## config.mk

```make
export PLATFORM = sky130hd
export DESIGN_NAME = scoreboard_reader_flat
export DESIGN_NICKNAME = d
export VERILOG_FILES = /design/src/rtl/scoreboard_reader_pkg.sv /design/src/rtl/scoreboard_reader_if.sv /design/src/rtl/scoreboard_reader_button_edge.sv /design/src/rtl/scoreboard_reader.sv /design/src/flat_wrapper.sv
export SDC_FILE = /design/constraint.sdc
export NUM_CORES = 1
export LEC_CHECK = 0
export CORE_ASPECT_RATIO = 1.25
export CORE_MARGIN = 1
export CORE_UTILIZATION = 40
export CTS_CLUSTER_DIAMETER = 100
export DETAILED_ROUTE_END_ITERATION = 6
export PLACE_DENSITY = 0.66
export SYNTH_ARGS = -nofsm -noshare
export SYNTH_HDL_FRONTEND = slang
export SYNTH_SLANG_ARGS = --single-unit
export TNS_END_PERCENT = 50
```

## constraint.sdc

```tcl
create_clock -name clk -period 2.5 [get_ports clk]
set_input_delay 0.375 -clock clk [delete_from_list [all_inputs] [get_ports clk]]
set_output_delay 0.375 -clock clk [all_outputs]
set_load 0.05 [all_outputs]
```

## src/rtl/scoreboard_reader_pkg.sv

```systemverilog
// Shared definitions for the scoreboard reader: FSM states, button bit
// positions, the game-over encoding and the entry address helper.
package scoreboard_pkg;

    typedef enum logic [1:0] {
        ST_IDLE   = 2'd0,
        ST_REQ_ID = 2'd1,
        ST_REQ_SC = 2'd2,
        ST_CAP_SC = 2'd3
    } state_e;

    localparam int NUM_BUTTONS = 3;
    localparam int BTN_NEXT    = 0;
    localparam int BTN_PREV    = 1;
    localparam int BTN_REFRESH = 2;

    localparam logic [1:0]  GAME_OVER = 2'b10;
    localparam logic [15:0] EMPTY_ID  = 16'hFFFF;

    // Word address of an entry's user_id; the score sits one word above.
    // The sum wraps naturally at 16 bits.
    function automatic logic [15:0] id_word_addr(input logic [15:0] base,
                                                 input logic [7:0]  idx);
        return base + {7'd0, idx, 1'b0};
    endfunction

endpackage

```

## src/rtl/scoreboard_reader_if.sv

```systemverilog
// Read-only RAM port used by the scoreboard reader. The reader is the
// master (drives address/strobe); the memory model or RAM is the slave.
interface scoreboard_reader_if;
    logic [15:0] address;
    logic        rd_en;
    logic [15:0] ram_data;

    modport master (output address, output rd_en, input ram_data);
    modport slave  (input address, input rd_en, output ram_data);
endinterface

```

## src/rtl/scoreboard_reader_button_edge.sv

```systemverilog
// Rising-edge detector for a bank of synchronous level buttons. An edge is
// reported for exactly one cycle: level high now, registered copy low.
module button_edge #(
    parameter int WIDTH = 3
) (
    input  logic             clk,
    input  logic             rst,
    input  logic [WIDTH-1:0] level,
    output logic [WIDTH-1:0] rise
);

    logic [WIDTH-1:0] level_r;

    // Keep last cycle's button levels as the edge reference.
    always_ff @(posedge clk or posedge rst) begin
        if (rst) begin
            level_r <= {WIDTH{1'b0}};
        end else begin
            level_r <= level;
        end
    end

    assign rise = level & ~level_r;

endmodule

```

## src/rtl/scoreboard_reader.sv

```systemverilog
// Scoreboard reader: walks a table of {user_id, score} pairs stored in RAM
// under button control and presents the selected entry for display. Each
// fetch takes a fixed three-cycle read sequence; triggers seen while a fetch
// is in flight are dropped.
module scoreboard_reader
    import scoreboard_pkg::*;
#(
    parameter int          NUM_ENTRIES = 8,
    parameter logic [15:0] BASE_ADDR   = 16'h0000,
    localparam int         IDX_W       = $clog2(NUM_ENTRIES)
) (
    input  logic                   clk,
    input  logic                   rst,
    input  logic [2:0]             buttons,
    input  logic [1:0]             game_state,
    scoreboard_reader_if.master    ram,
    output logic [31:0]            display_data,
    output logic                   display_valid,
    output logic [IDX_W-1:0]       entry_index,
    output logic                   entry_empty,
    output logic                   busy
);

    state_e           state_r;
    logic [2:0]       rise_s;
    logic [1:0]       game_state_r;
    logic [15:0]      user_id_r;
    logic             game_over_edge_s;
    logic             fetch_s;
    logic [IDX_W-1:0] target_idx_s;

    button_edge #(
        .WIDTH (NUM_BUTTONS)
    ) u_button_edge (
        .clk   (clk),
        .rst   (rst),
        .level (buttons),
        .rise  (rise_s)
    );

    // Remember the previous game state so entry into game-over is a single trigger.
    always_ff @(posedge clk or posedge rst) begin
        if (rst) begin
            game_state_r <= 2'b00;
        end else begin
            game_state_r <= game_state;
        end
    end

    // Decide whether an idle reader should start a fetch and for which index.
    always_comb begin
        game_over_edge_s = (game_state == GAME_OVER) && (game_state_r != GAME_OVER);
        target_idx_s     = entry_index;
        fetch_s          = 1'b0;
        if (rise_s[BTN_NEXT] && !rise_s[BTN_PREV]) begin
            target_idx_s = entry_index + {{(IDX_W-1){1'b0}}, 1'b1};
            fetch_s      = 1'b1;
        end else if (rise_s[BTN_PREV] && !rise_s[BTN_NEXT]) begin
            target_idx_s = entry_index - {{(IDX_W-1){1'b0}}, 1'b1};
            fetch_s      = 1'b1;
        end else if (rise_s[BTN_REFRESH] || game_over_edge_s) begin
            target_idx_s = entry_index;
            fetch_s      = 1'b1;
        end else begin
            target_idx_s = entry_index;
            fetch_s      = 1'b0;
        end
    end

    // Fetch sequencer with all outputs registered; reset starts an entry-0 fetch.
    always_ff @(posedge clk or posedge rst) begin
        if (rst) begin
            state_r       <= ST_REQ_ID;
            entry_index   <= {IDX_W{1'b0}};
            display_data  <= 32'h0000_0000;
            display_valid <= 1'b0;
            entry_empty   <= 1'b0;
            user_id_r     <= 16'h0000;
            busy          <= 1'b1;
            ram.rd_en     <= 1'b0;
            ram.address   <= BASE_ADDR;
        end else begin
            display_valid <= 1'b0;
            case (state_r)
                ST_IDLE: begin
                    if (fetch_s) begin
                        entry_index <= target_idx_s;
                        ram.address <= id_word_addr(BASE_ADDR, 8'(target_idx_s));
                        ram.rd_en   <= 1'b1;
                        busy        <= 1'b1;
                        state_r     <= ST_REQ_ID;
                    end else begin
                        ram.rd_en   <= 1'b0;
                        busy        <= 1'b0;
                        state_r     <= ST_IDLE;
                    end
                end
                ST_REQ_ID: begin
                    ram.address <= ram.address + 16'd1;
                    ram.rd_en   <= 1'b1;
                    state_r     <= ST_REQ_SC;
                end
                ST_REQ_SC: begin
                    user_id_r   <= ram.ram_data;
                    ram.rd_en   <= 1'b0;
                    state_r     <= ST_CAP_SC;
                end
                ST_CAP_SC: begin
                    display_data  <= {user_id_r, ram.ram_data};
                    entry_empty   <= (user_id_r == EMPTY_ID);
                    display_valid <= 1'b1;
                    busy          <= 1'b0;
                    state_r       <= ST_IDLE;
                end
                default: begin
                    ram.rd_en <= 1'b0;
                    busy      <= 1'b0;
                    state_r   <= ST_IDLE;
                end
            endcase
        end
    end

endmodule

```

## src/flat_wrapper.sv

```systemverilog
// flat-port wrapper written by rule: the top's interface ports become plain ports
module scoreboard_reader_flat import scoreboard_pkg::*;
#(
    parameter int          NUM_ENTRIES = 8,
    parameter logic [15:0] BASE_ADDR   = 16'h0000,
    localparam int         IDX_W       = $clog2(NUM_ENTRIES)
)
  (clk, rst, buttons, game_state, display_data, display_valid, entry_index, entry_empty, busy, ram_address, ram_rd_en, ram_ram_data);
  scoreboard_reader_if ram_i ();
  input  logic clk;
  input  logic rst;
  input  logic [2:0] buttons;
  input  logic [1:0] game_state;
  output logic [31:0] display_data;
  output logic display_valid;
  output logic [IDX_W-1:0] entry_index;
  output logic entry_empty;
  output logic busy;
  output wire logic [$bits(ram_i.address)-1:0] ram_address;
  output wire logic [$bits(ram_i.rd_en)-1:0] ram_rd_en;
  input wire logic [$bits(ram_i.ram_data)-1:0] ram_ram_data;
  assign ram_address = ram_i.address;
  assign ram_rd_en = ram_i.rd_en;
  assign ram_i.ram_data = ram_ram_data;
  scoreboard_reader #(.NUM_ENTRIES(NUM_ENTRIES), .BASE_ADDR(BASE_ADDR)) u_core (.clk(clk), .rst(rst), .buttons(buttons), .game_state(game_state), .ram(ram_i), .display_data(display_data), .display_valid(display_valid), .entry_index(entry_index), .entry_empty(entry_empty), .busy(busy));
endmodule
```

==> metrics.md <==
| Metric | Value |
|---|---|
| Die width | 85.66 um |
| Core area | 8379 um2 |
| Post-Syn Area per Cell | 13.16 um2 |
| CP arrival | 2.49 ns |
| Critical Path Slowest Stage Cell | ha_1 |
| Max-slew violations | 0 |
| Main flop type after synthesis | dfrtp_1 |
| DP HPWL | 4956 um |
| WL/cell | 15.33 um |
| Sw Pwr | 3009 uW |
| Drt total wl | 7176 um |
| Worst path bufs/invs | 1 |
| Routability cong. | 0.7668 |
| Leak | 0.001865 uW |
| Status | complete, no violations |
| Reg power frac | 31.5% |
| Clock share of power | 16.3% |
| DRC errors left | 0 |
| Crit-path cells | inv_1, ha_1, nor2_1, a31oi_4, or4b_1, a21oi_1 |
| Postcts setup bufs | 0 |
| Vias in the first global route | 2456 |
| Reg clk slew, reported paths | 0.08 ns |
| Setup TNS Final | 0 ns |
| Largest net degree at the start of global routing | 46 |
| Gr ovfl total | 0 |
| Setup violators final | 0 |
| Crit path required time | 2.77 ns |
| Crit Path Class | flip-flop to flip-flop |
| Post_cts resized | 0 |
| Non-filler cells, final | 468 |
| Site row count | 37 |
| Critical Path Sink Type | flip-flop |
| Synthesized area | 3500 um2 |
| Yosys top cell area share | 54.34% |
| Yosys reg bits | 78 |
| Sink Count | 78 |
| Peak supply drop | 0.0007857 V |
| Number of library cell types mapped by synthesis | 51 |
| Worst Skew | 0.007112 ns |
| Final antenna-violating net count | 0 |
| Top delay family on crit path | simple AND/OR/NAND/NOR gates |
| Final count of hold timing violations | 0 |
| # hold bufs at CTS | 0 |
| Slew Limit Headroom | 40.12% |
| Fmax | 0.4510 GHz |
| Initial Utilization | 41.76% |
| First-pass GRT wire length | 12240 um |
| Overall Global Routing Usage | 17.67% |
| Fill cell count | 729 |
| Max stage delay on crit path | 0.52 ns |
| CTS buffer count | 9 |
| Fraction of layout cells with a size suffix above 1 | 25.36% |
| Post-synth EDFFs | 0 |
| Root buf cell | clkbuf_8 |
| Top cells by area, synth | dfrtp_1, mux2_2, ha_1 |
| Ys async rst share | 100.0% |
| Placed Instances | 453 |
| Final period utilization | 88.70% |
| CTS tree | yes |
| Most frequent cells in the layout | clkdlybuf4s50_1, dfrtp_1, mux2_2, nand2_1, nor2_1 |
| Die area | 9129 um2 |
| Hold Path Class | primary input to async pin |
| DRT Pass-1 Iters | 4 |
| Port bufs | 77 |
| Cells after Synth | 266 |
| Post-synth net total | 297 |
| Ys Warns | 0 |
| P_int | 3933 uW |
| Combinational cell fraction of total power | 52.1% |
| Clk buf depth | 2 |
| CP Launch Type | flip-flop |
| Die Y | 106.6 um |
| Power per cell area | 1499 nW/um2 |
| Max H-tree Level | 3 |
| Sequential-to-total area share from yosys stat | 55.85% |
| 1st-iter DRT viols | 67 |
| Max_cap viols | 0 |
| Sw Ratio | 43.34% |
| Layout area overhead | 32.36% |
| Post-DR vias/cell | 5.096 |
| Largest area contributor in the netlist | dfrtp_1 |
| Tmin final | 2.217 ns |
| Ant diodes | 0 |
| # IOs | 78 |
| Total Nets Final | 378 |
| CP max FO | 16 |
| DR vias | 2385 |
| Slew of the pin with the lowest slew margin | 0.8942 ns |
| Worst-Skew Late Latency | 0.35 ns |
| Commonest non-fill, non-tap cell in the layout | clkdlybuf4s50_1 |
| RSZ-0062 raised after global routing | false |
| Initial antenna violation count | 0 |
[kinds of logic (layout without fill, tap and decap cells)]
group           Yosys count  count (layout)  share of synthesized area (%)
fa+ha+maj                 8               8                          2.860
flops                    78              78                          55.85
buf+inv                  21             106                          3.003
xor+xnor                 10              10                          2.717
mux                      52              52                          16.66
simple gates             63              63                          10.80
compound gates           34              34                          8.116
[final timing paths]
path / startpoint / end / slack [ns] / depth (start not counted)
max: u_core.state_r[1] / u_core.ram.address[5] / 0.28 / 6
min in group clk: u_core.busy / u_core.busy / 0.49 / 2
max in group asynchronous: rst / u_core.display_data[2] / 1.49 / 3
min reg2reg: u_core.busy / u_core.busy / 0.49 / 2
max reg2reg: u_core.state_r[1] / u_core.ram.address[5] / 0.28 / 6
min: rst / u_core.u_button_edge.level_r[2] / 0.39 / 2
[Yosys cell counts (2+ instances only)]
library cell  instances
dfrtp_1              76
mux2_2               50
nand2_1              14
nor2_1               13
inv_1                 9
xnor2_1               9
ha_1                  8
nand4_1               8
a21oi_1               7
nand3_1               6
clkbuf_1              4
o31ai_1               4
a311oi_1              3
a31oi_1               3
buf_1                 3
o21ai_0               3
or4_1                 3
a211oi_1              2
and2_1                2
buf_2                 2
buf_4                 2
dfstp_2               2
mux2i_1               2
nand2b_4              2
o41ai_1               2
or4b_1                2
[sequential cells by signal, indices dropped and copies added, names as in the netlist, 2 cells and up]
name,flops
u_core.state_r,2
u_core.user_id_r,16
u_core.game_state_r,2
u_core.entry_index,3
u_core.ram.address,16
u_core.u_button_edge.level_r,3
u_core.display_data,32
[power groups by stage]
stage,sequential [uW],clock [uW],combinational [uW]
floorplan,3430,0,1340
global placement,2190,0,3610
detailed placement,2220,0,3650
CTS,2200,1170,3660
global route,2290,1220,3840
finish,2190,1130,3620
[metrics by stage]
stage	cell area, um2	hold slack [ns]	utilization (%)	total power, uW	setup slack [ns]
after floorplan	3500	0.4064	-	4767	0.1333
after global placement	4395	0.4775	52.46	5802	0.06392
after detailed placement	4395	0.4789	52.46	5867	0.002261
after CTS	4632	0.3955	55.28	7027	0.2911
after global routing	4632	0.4203	55.28	7344	0.08112
final	4632	0.3892	55.28	6942	0.2825
[cell type report]
class                           instances  area (um2)  share of cell area, %
Clock buffer                           11       141.4                  3.052
Clock inverter                          4       95.09                  2.053
Inverter                                9       33.78                 0.7293
Multi-Input combinational cell        167        1440                  31.09
Sequential cell                        78        1954                  42.19
Tap cell                              117       146.4                  3.160
Timing Repair Buffer                   82       820.8                  17.72
[worst register-to-register path, cell delays in order (launching register included)]
cell and delay, ns:
dfrtp_1 0.40, inv_1 0.11, ha_1 0.52, nor2_1 0.21, a31oi_4 0.27, or4b_1 0.45, a21oi_1 0.17
[metal layers]
metal  GRT usage (%)  part of all wire [%]  vias to the layer above  wire (um)
met3           5.620                   6.5                       11        470
met1           21.39                    43                     1178       3087
met2           28.74                    49                       80       3522
li1                -                     -                     1116          -
met4           7.976                   1.3                        0         95
met5               0                     0                        -          0
(Power assumes the default switching activity.)
